`src/rtl/mips_lite_pkg.sv`:
```
// mips_lite_pkg: op codes, opcodes, function codes and encoder state encodings
// shared by the MIPS-lite control decoder and the instruction encoder.
package mips_lite_pkg;
    localparam logic [3:0] OP_ADDU = 4'd0;
    localparam logic [3:0] OP_SUBU = 4'd1;
    localparam logic [3:0] OP_ORI  = 4'd2;
    localparam logic [3:0] OP_LW   = 4'd3;
    localparam logic [3:0] OP_SW   = 4'd4;
    localparam logic [3:0] OP_BEQ  = 4'd5;
    localparam logic [3:0] OP_LUI  = 4'd6;
    localparam logic [3:0] OP_J    = 4'd7;

    localparam logic [5:0] OPC_RTYPE = 6'h00;
    localparam logic [5:0] OPC_ORI   = 6'h0d;
    localparam logic [5:0] OPC_LW    = 6'h23;
    localparam logic [5:0] OPC_SW    = 6'h2b;
    localparam logic [5:0] OPC_BEQ   = 6'h04;
    localparam logic [5:0] OPC_LUI   = 6'h0f;
    localparam logic [5:0] OPC_J     = 6'h02;

    localparam logic [5:0] FUNCT_ADDU = 6'h21;
    localparam logic [5:0] FUNCT_SUBU = 6'h23;

    typedef enum logic [1:0] {S_EMPTY, S_WORD, S_NOP} enc_state_t;
endpackage

```
`src/rtl/insn_pack.sv`:
```
// insn_pack: combinational packing of an op and its fields into a 32-bit word.
//   op, rs, rt, rd, imm, target  in   instruction tuple
//   legal                        out  op is one of the eight defined ops
//   is_branch                    out  op is BEQ or J (needs a delay slot when enabled)
//   word                         out  encoded instruction (0 for illegal ops)
module insn_pack
    import mips_lite_pkg::*;
(
    input  logic [3:0]  op,
    input  logic [4:0]  rs,
    input  logic [4:0]  rt,
    input  logic [4:0]  rd,
    input  logic [15:0] imm,
    input  logic [25:0] target,
    output logic        legal,
    output logic        is_branch,
    output logic [31:0] word
);
    always_comb begin
        word  = 32'h0;
        legal = 1'b1;
        case (op)
            OP_ADDU: word = {OPC_RTYPE, rs, rt, rd, 5'd0, FUNCT_ADDU};
            OP_SUBU: word = {OPC_RTYPE, rs, rt, rd, 5'd0, FUNCT_SUBU};
            OP_ORI:  word = {OPC_ORI, rs, rt, imm};
            OP_LW:   word = {OPC_LW, rs, rt, imm};
            OP_SW:   word = {OPC_SW, rs, rt, imm};
            OP_BEQ:  word = {OPC_BEQ, rs, rt, imm};
            OP_LUI:  word = {OPC_LUI, 5'd0, rt, imm};
            OP_J:    word = {OPC_J, target};
            default: legal = 1'b0;
        endcase
    end

    assign is_branch = (op == OP_BEQ) || (op == OP_J);
endmodule

```
`src/rtl/insn_encoder.sv`:
```
// insn_encoder: streams instruction tuples into encoded words written to
// instruction memory through a registered, held-until-accepted write port.
//   clk, rst_n                  clock, synchronous active-low reset
//   base_load, base_addr        reload write pointer (only while idle)
//   in_valid/in_ready, in_*     tuple handshake and fields
//   im_we/im_ready              write request / memory accept
//   im_addr, im_wdata           write address and encoded word
//   word_cnt                    words written since reset (wraps)
//   err_illegal                 one-cycle pulse after an accepted illegal op
// Build option: ENC_DELAY_SLOT_EN appends a NOP after every BEQ/J word.
module insn_encoder
    import mips_lite_pkg::*;
#(
    parameter int                ADDR_W   = 32,
    parameter logic [ADDR_W-1:0] RST_ADDR = ADDR_W'(32'h3000)
) (
    input  logic              clk,
    input  logic              rst_n,
    input  logic              base_load,
    input  logic [ADDR_W-1:0] base_addr,
    input  logic              in_valid,
    output logic              in_ready,
    input  logic [3:0]        in_op,
    input  logic [4:0]        in_rs,
    input  logic [4:0]        in_rt,
    input  logic [4:0]        in_rd,
    input  logic [15:0]       in_imm,
    input  logic [25:0]       in_target,
    output logic              im_we,
    input  logic              im_ready,
    output logic [ADDR_W-1:0] im_addr,
    output logic [31:0]       im_wdata,
    output logic [15:0]       word_cnt,
    output logic              err_illegal
);
`ifdef ENC_DELAY_SLOT_EN
    localparam logic DS_EN = 1'b1;
`else
    localparam logic DS_EN = 1'b0;
`endif

    enc_state_t  state, state_nxt;
    logic        branch_pend;
    logic        legal, is_branch;
    logic [31:0] word;
    logic        accept, take, retire, to_nop;

    insn_pack u_pack (
        .op(in_op), .rs(in_rs), .rt(in_rt), .rd(in_rd), .imm(in_imm), .target(in_target),
        .legal(legal), .is_branch(is_branch), .word(word)
    );

    // A retiring branch word blocks intake for one cycle so its NOP goes next.
    assign to_nop   = (state == S_WORD) && im_ready && branch_pend && DS_EN;
    assign im_we    = state != S_EMPTY;
    assign in_ready = (state == S_EMPTY) || (im_ready && !((state == S_WORD) && branch_pend && DS_EN));
    assign accept   = in_valid && in_ready;
    assign take     = accept && legal;
    assign retire   = im_we && im_ready;

    always_comb begin
        state_nxt = state;
        if (state == S_EMPTY)
            state_nxt = take ? S_WORD : S_EMPTY;
        else if (im_ready)
            state_nxt = to_nop ? S_NOP : (take ? S_WORD : S_EMPTY);
    end

    always_ff @(posedge clk) begin
        if (!rst_n) begin
            state       <= S_EMPTY;
            branch_pend <= 1'b0;
            im_addr     <= RST_ADDR;
            im_wdata    <= 32'h0;
            word_cnt    <= 16'd0;
            err_illegal <= 1'b0;
        end else begin
            state       <= state_nxt;
            err_illegal <= accept && !legal;
            if (retire) begin
                im_addr  <= im_addr + ADDR_W'(4);
                word_cnt <= word_cnt + 16'd1;
            end else if (base_load && state == S_EMPTY) begin
                im_addr <= base_addr & ~ADDR_W'(3);
            end
            if (to_nop) begin
                im_wdata <= 32'h0;
            end else if (take) begin
                im_wdata    <= word;
                branch_pend <= is_branch;
            end
        end
    end
endmodule

```
`config.mk`:
```
export PLATFORM = sky130hd
export DESIGN_NAME = insn_encoder
export DESIGN_NICKNAME = d
export VERILOG_FILES = /design/src/rtl/mips_lite_pkg.sv /design/src/rtl/insn_pack.sv /design/src/rtl/insn_encoder.sv
export SDC_FILE = /design/constraint.sdc
export NUM_CORES = 1
export LEC_CHECK = 0
export BUFFER_PORTS_ARGS = -buffer_cell sky130_fd_sc_hd__buf_4
export CAP_MARGIN = 5
export CORE_MARGIN = 4
export CORE_UTILIZATION = 47
export CTS_CLUSTER_SIZE = 10
export DETAILED_ROUTE_END_ITERATION = 8
export PLACE_DENSITY = 0.91
export SYNTH_ARGS = -nofsm -noshare
export SYNTH_HDL_FRONTEND = slang
export SYNTH_SLANG_ARGS = --single-unit
export TNS_END_PERCENT = 1
```
`constraint.sdc`:
```
create_clock -name clk -period 2.4 [get_ports clk]
set_clock_uncertainty 0.15 [all_clocks]
set_input_delay 0.48 -clock clk [delete_from_list [all_inputs] [get_ports clk]]
set_output_delay 0.48 -clock clk [all_outputs]
set_load 0.01 [all_outputs]
```
==> results.py, run 1 <==
metrics = {
    "outcome": {
        "status": "complete, no violations",
    },
    "detailed_routing": {
        "drtAntennaViolNets": 0,
        "wl_per_cell_um": 16.4,
        "drt_iter0_drc": 273,
        "totalWireLength_um": 12700,
        "vias": 4564,
        "drc": 0,
        "first_pass_iters": 5,
        "viasPerCell": 5.90,
    },
    "cells_and_area": {
        "seq_area_um2": 1580,
        "multi_input_area_um2": 2150,
        "postLayoutCellArea_um2": 5570,
        "fin_nets": 767,
        "drive_above_1_share_pct": 32.3,
        "n_antenna_cell": 0,
        "stdcell_count": 774,
        "area_delta_synth_final_pct": 42.7,
        "fillerInstances": 638,
    },
    "worst_setup_path": {
        "cp.required_ps": 2520,
        "regToRegStartpoint": "im_addr[10]$_SDFFE_PN0P_",
        "r2r_end": "im_addr[21]$_SDFFE_PN0P_",
        "arrival_ps": 2250,
        "critPathLaunch": "im_addr[10]$_SDFFE_PN0P_",
        "crit_chain": "and2_1 > nand2_1 > or4_4 > or3_1 > a31oi_1",
        "crit_path_max_incr_delay_ps": 560,
        "cp_slowest_cell": "or4_4",
        "path_max_fanout": 6,
        "crit_path_end_kind": "flop",
        "r2r_slack_ps": 280,
        "critPathLaunchType": "flop",
        "reg2regPathDepth": 5,
        "critical_path_class": "flop to flop",
    },
    "timing": {
        "max_freq_mhz": 471,
        "period_minus_slack_ps": 2120,
        "whs_ps": 216,
        "tns_ps": 0,
        "rsz0062_at_grt": "false",
        "drv_slew": 0,
        "final-setup-viol-count": 0,
        "final.period_utilization_pct": 88.5,
        "hold_viol_final": 0,
    },
    "synthesis": {
        "synth_edf_count": 0,
        "ys_warn_count": 0,
        "ys_async_sr_fraction_pct": 0,
        "synth-adder-area-share_pct": 0.641,
        "synth_top_cell_by_area": "dfxtp_1",
        "ys_top_cells_by_area": "dfxtp_1, nor2_1, nor3_1",
        "synth_xor_area_share_pct": 2.47,
        "postSynthCellCount": 495,
        "yosysMostFrequentCell": "dfxtp_1",
        "synth_top_family_by_area": "simple AND/OR/NAND/NOR gates",
        "avgSynthCellArea_um2": 7.88,
        "yosys_register_bits": 79,
        "muxShareOfSynthArea_pct": 1.06,
        "synth-compound-area-share_pct": 22.0,
        "synth_simple_gate_area_share_pct": 28.5,
        "synthTopCellsByCount": "dfxtp_1, nor2_1, nand2_1, nor3_1, a21oi_1",
        "netlist_area_um2": 3900,
        "synth_top_area_share_pct": 40.5,
        "synth_ff_type": "dfxtp_1",
        "ys_seq_area_share_pct": 40.5,
        "synth_cell_types": 49,
    },
    "clock_tree": {
        "postCtsHoldBufs": 0,
        "post-cts-setup-buffer-count": 0,
        "cts_buffers": 9,
        "cts.sinks": 79,
        "cts.path.max_buffers": 2,
        "cts_resized": 0,
        "clkLatencyLatePin_ps": 340,
        "root_buffer": "clkbuf_8",
        "path_clk_slew_ps": 90,
        "cts_htree_levels": 3,
        "cts_tree": "yes",
    },
    "grt": {
        "grt_overflow": 0,
        "grt_first_pass_wirelength_um": 20300,
        "antenna_found_initial": 0,
        "grt_pass1_vias": 4244,
        "grt_max_degree": 34,
        "grt_usage_pct": 24.8,
    },
    "power_and_ir_drop": {
        "p_total_mw": 2.99,
        "ir_worst_vdd_mv": 0.384,
        "p_per_area_nw_per_um2": 536,
        "p_leak_nw": 2.30,
    },
    "die": {
        "die_w_um": 99.1,
        "die_height_um": 99.1,
        "start_util_pct": 49.5,
        "die_area_um2": 9820,
        "core_um2": 7890,
        "row_count": 32,
        "boundaryPins": 181,
    },
    "placement": {
        "gp_congestion": 0.972,
        "port_buffers": 175,
        "dp.cells": 758,
        "placed_area_um2": 5380,
        "hpwlAfterDp_um": 9700,
    },
    "hold_path": {
        "whs_path_depth": 3,
        "hp-start": "base_addr[12]",
        "hp-class": "input pin to flop",
        "hold_end": "im_addr[12]$_SDFFE_PN1P_",
    },
    "flow_run": {
        "maxCapViolCount": 0,
    },
}
==> worst max path at each step <==
stage / end / slack, ps / cells past startpoint
after floorplan: im_wdata[14]$_SDFFE_PN0P_ / 400 / 6
after CTS: im_addr[21]$_SDFFE_PN0P_ / 290 / 5
final: im_addr[21]$_SDFFE_PN0P_ / 280 / 5
after global placement: im_addr[26]$_SDFFE_PN0P_ / 350 / 8
after global routing: im_addr[12]$_SDFFE_PN1P_ / 150 / 7
after detailed placement: im_addr[26]$_SDFFE_PN0P_ / 320 / 8
==> per-stage QoR <==
stage | utilization (%) | worst slack [ps]
2_1_floorplan | - | 395
3_3_place_gp | 68.2 | 355
3_5_place_dp | 68.2 | 323
4_1_cts | 70.6 | 294
5_1_grt | 70.6 | 153
6_report | 70.6 | 277
==> per-layer routing <==
layer | vias up | track usage (%) | share of wire [%]
li1 | 2185 | - | -
met1 | 2116 | 30.9 | 39
met2 | 230 | 42.5 | 50
met3 | 33 | 5.19 | 8.8
met4 | 0 | 8.30 | 2.3
met5 | - | 0 | 0
==> worst max-delay path: cells and delay by family, from the launching register on <==
kind	cells	cell delay, ps
and+or+nand+nor	4	1340
DFF	1	420
AOI/OAI and AO/OA	1	160
==> area by class of cell <==
class                      count  share of cell area (%)
clock buffer                  11                    2.36
multi-input combinational    372                    38.6
inverter                      11                   0.742
clock inverter                 5                    1.01
timing repair buffer         194                    26.6
sequential                    79                    28.4
tap                          102                    2.29
==> power breakdown <==
group          switching [mW]  internal (mW)  total [mW]
registers              0.0742           1.38        1.46
clock network           0.483          0.483       0.965
logic                   0.270          0.296       0.566
total                   0.827           2.16        2.99
==> cells in the final DEF (no fill, tap or decap), types with 4 or more instances in the layout <==
master	netlist	layout
or3_1	7	7
o211ai_1	9	9
nand2_1	47	47
a221oi_1	19	19
xnor2_1	8	8
nand4_1	18	18
buf_4	3	192
and4_1	4	4
a211oi_1	8	8
o311ai_0	4	4
inv_1	11	10
o21ai_0	16	16
a21oi_1	34	34
nor4_1	6	6
nand3_1	20	20
o21a_1	5	5
and3_1	11	11
nor2_1	59	58
nor3_1	37	37
a31oi_1	10	10
clkbuf_8	0	9
a222oi_1	5	5
dfxtp_1	79	79
==> flip-flops by register name (all words and copies together), names as in the netlist <==
| name | flops |
|---|---|
| word_cnt | 16 |
| err_illegal | 1 |
| im_wdata | 31 |
| state | 1 |
| im_addr | 30 |
==> kinds of logic after synthesis <==
family	after synthesis
compound gates	125
xor+xnor	11
fa+ha+maj	2
buf+inv	46
flops	79
mux	4
other cells	1
simple gates	227
Power figures use the tool's default switching activity.
==> inputs of run 2 (changes only) <==
--- a/config.mk
+++ b/config.mk
@@ -8,10 +8,10 @@
 export BUFFER_PORTS_ARGS = -buffer_cell sky130_fd_sc_hd__buf_4
 export CAP_MARGIN = 5
 export CORE_MARGIN = 4
-export CORE_UTILIZATION = 47
+export CORE_UTILIZATION = 46
 export CTS_CLUSTER_SIZE = 10
 export DETAILED_ROUTE_END_ITERATION = 8
-export PLACE_DENSITY = 0.91
+export PLACE_DENSITY = 0.9
 export SYNTH_ARGS = -nofsm -noshare
 export SYNTH_HDL_FRONTEND = slang
 export SYNTH_SLANG_ARGS = --single-unit
==> constraint.sdc (replaced) <==
create_clock -name clk -period 2.25 [get_ports clk]
set_clock_uncertainty 0.15 [all_clocks]
set_input_delay 0.45 -clock clk [delete_from_list [all_inputs] [get_ports clk]]
set_output_delay 0.45 -clock clk [all_outputs]
set_load 0.01 [all_outputs]
==> run 2 against run 1 <==
Core utilization down 2.2 points. Clock power up 1%. Non-clock buffer count up 5. Routed wire length up 2.4%. Global-route usage up 0.91 points. Cell count up 0.90%. Register-to-register slack worse by 110 ps. Worst hold slack worse by 23 ps. Largest power group unchanged.
==> results.py, run 2 (synthesis results as in run 1) <==
metrics = {
    "outcome": {
        "status": "complete, no violations",
    },
    "detailed_routing": {
        "highest_layer": "met4",
        "drt_iter0_drc": 291,
        "drt-met1-wl_um": 5010,
        "vias": 4658,
        "drtAntennaViolNets": 0,
        "viasPerCell": 5.96,
        "first_pass_iters": 6,
        "wl_per_cell_um": 16.7,
        "drc": 0,
        "totalWireLength_um": 13000,
        "met2WireLength_um": 6550,
        "wl_met3_um": 1100,
    },
    "die": {
        "die_height_um": 100,
        "boundaryPins": 181,
        "die_w_um": 100,
        "start_util_pct": 47.5,
        "core_um2": 8220,
        "row_count": 33,
        "die_area_um2": 10000,
    },
    "cells_and_area": {
        "final_cell_mix": "buf_4, dfxtp_1, nor2_1",
        "seq_area_um2": 1580,
        "fin_nets": 772,
        "stdcell_count": 781,
        "area_delta_synth_final_pct": 43.9,
        "regMostFlops": "im_wdata",
        "multi_input_area_um2": 2150,
        "top_regs": "im_wdata x31, im_addr x30, word_cnt x16",
        "layout_commonest_cell": "buf_4",
        "n_antenna_cell": 0,
        "largest_register_ffs": 31,
        "fillerInstances": 647,
        "drive_above_1_share_pct": 33.1,
    },
    "timing": {
        "rsz0062_at_grt": "false",
        "drv_slew": 0,
        "period_minus_slack_ps": 2080,
        "tns_ps": 0,
        "hold_viol_final": 0,
        "final-setup-viol-count": 0,
        "final.period_utilization_pct": 92.4,
        "max_freq_mhz": 481,
    },
    "worst_setup_path": {
        "reg2regPathDepth": 5,
        "r2r_end": "im_addr[21]$_SDFFE_PN0P_",
        "path_max_fanout": 7,
        "r2r_slack_ps": 170,
        "crit_path_end_kind": "flop",
        "regToRegStartpoint": "im_addr[15]$_SDFFE_PN0P_",
        "arrival_ps": 2190,
        "critPathLaunchType": "flop",
        "critical_path_class": "flop to flop",
        "cp.required_ps": 2360,
    },
    "clock_tree": {
        "clkLatencyLatePin_ps": 330,
        "cts_buffers": 9,
        "path_clk_slew_ps": 90,
        "cts_tree": "yes",
        "cts_resized": 0,
        "postCtsHoldBufs": 0,
        "cts_htree_levels": 3,
        "cts.sinks": 79,
        "post-cts-setup-buffer-count": 0,
        "root_buffer": "clkbuf_8",
        "cts.path.max_buffers": 2,
    },
    "placement": {
        "port_buffers": 175,
        "dp.cells": 766,
        "hpwlAfterDp_um": 9880,
        "gp_congestion": 0.922,
    },
    "hold_path": {
        "hold_end": "im_addr[12]$_SDFFE_PN1P_",
        "hp-start": "base_addr[12]",
        "hp-class": "input pin to flop",
        "whs_path_depth": 3,
    },
    "power_and_ir_drop": {
        "ir_worst_vdd_mv": 0.330,
        "p_per_area_nw_per_um2": 560,
        "p_leak_nw": 2.33,
    },
    "flow_run": {
        "maxCapViolCount": 0,
    },
    "grt": {
        "grt_first_pass_wirelength_um": 21200,
        "grt_max_degree": 33,
        "antenna_found_initial": 0,
        "grt_usage_pct": 25.7,
        "grt_pass1_vias": 4515,
        "grt_overflow": 0,
    },
}
[run 2: cell count changes in the layout (fill, tap and decap cells not counted)]
cell / delta
clkbuf_8: +2
and2_1: -1
and2_2: +1
bufinv_16: -1
buf_4: +4
clkinv_2: -1
clkbuf_1: -2
clkinv_4: +1
buf_12: +1
[run 2: per-layer routing]
metal	GRT usage, %	up-vias
met5	0	-
li1	-	2197
met2	44.5	254
met4	10.7	0
met3	4.66	35
met1	31.3	2172
[run 2: worst max path at each step]
| stage | start | endpoint | slack [ps] |
|---|---|---|---|
| final | im_addr[15]$_SDFFE_PN0P_ | im_addr[21]$_SDFFE_PN0P_ | 170 |
| after global placement | im_ready | word_cnt[15]$_SDFFE_PN0P_ | 170 |
| after CTS | state[0]$_SDFFE_PN0N_ | im_addr[29]$_SDFFE_PN0P_ | 180 |
| after floorplan | im_addr[15]$_SDFFE_PN0P_ | im_addr[21]$_SDFFE_PN0P_ | 270 |
| after global routing | im_addr[3]$_SDFFE_PN0P_ | im_addr[12]$_SDFFE_PN1P_ | 20 |
| after detailed placement | im_ready | im_addr[29]$_SDFFE_PN0P_ | 120 |
[run 2: layout make-up]
type | count | area share, %
Sequential cell | 79 | 28.2
Clock inverter | 4 | 0.535
Clock buffer | 11 | 2.70
Multi-Input combinational cell | 372 | 38.3
Inverter | 11 | 0.735
Timing Repair Buffer | 199 | 27.3
Tap cell | 105 | 2.34
[run 2: power breakdown]
group          switching, mW  internal (mW)  leakage, nW
logic                  0.298          0.323         1.59
registers             0.0773           1.47        0.648
clock network          0.516          0.460       0.0918
total                  0.891           2.26         2.33
[run 2: critical path, stage by stage (launching register included)]
cell,delay (ps)
dfxtp_1,430
and4_1,270
nand3_2,110
or4_4,570
or3_1,320
a31oi_1,150
[run 2: through the flow]
step                hold WS, ps  worst slack [ps]  utilization (%)  cell area (um^2)  power (mW)
floorplan                   331               268                -              3910        1.84
global placement            299               167             66.1              5430        2.17
detailed placement          303               124             66.1              5430        2.20
CTS                         180               178             68.3              5620        3.16
global route                195              24.9             68.4              5620        3.30
finish                      193               170             68.4              5620        3.15
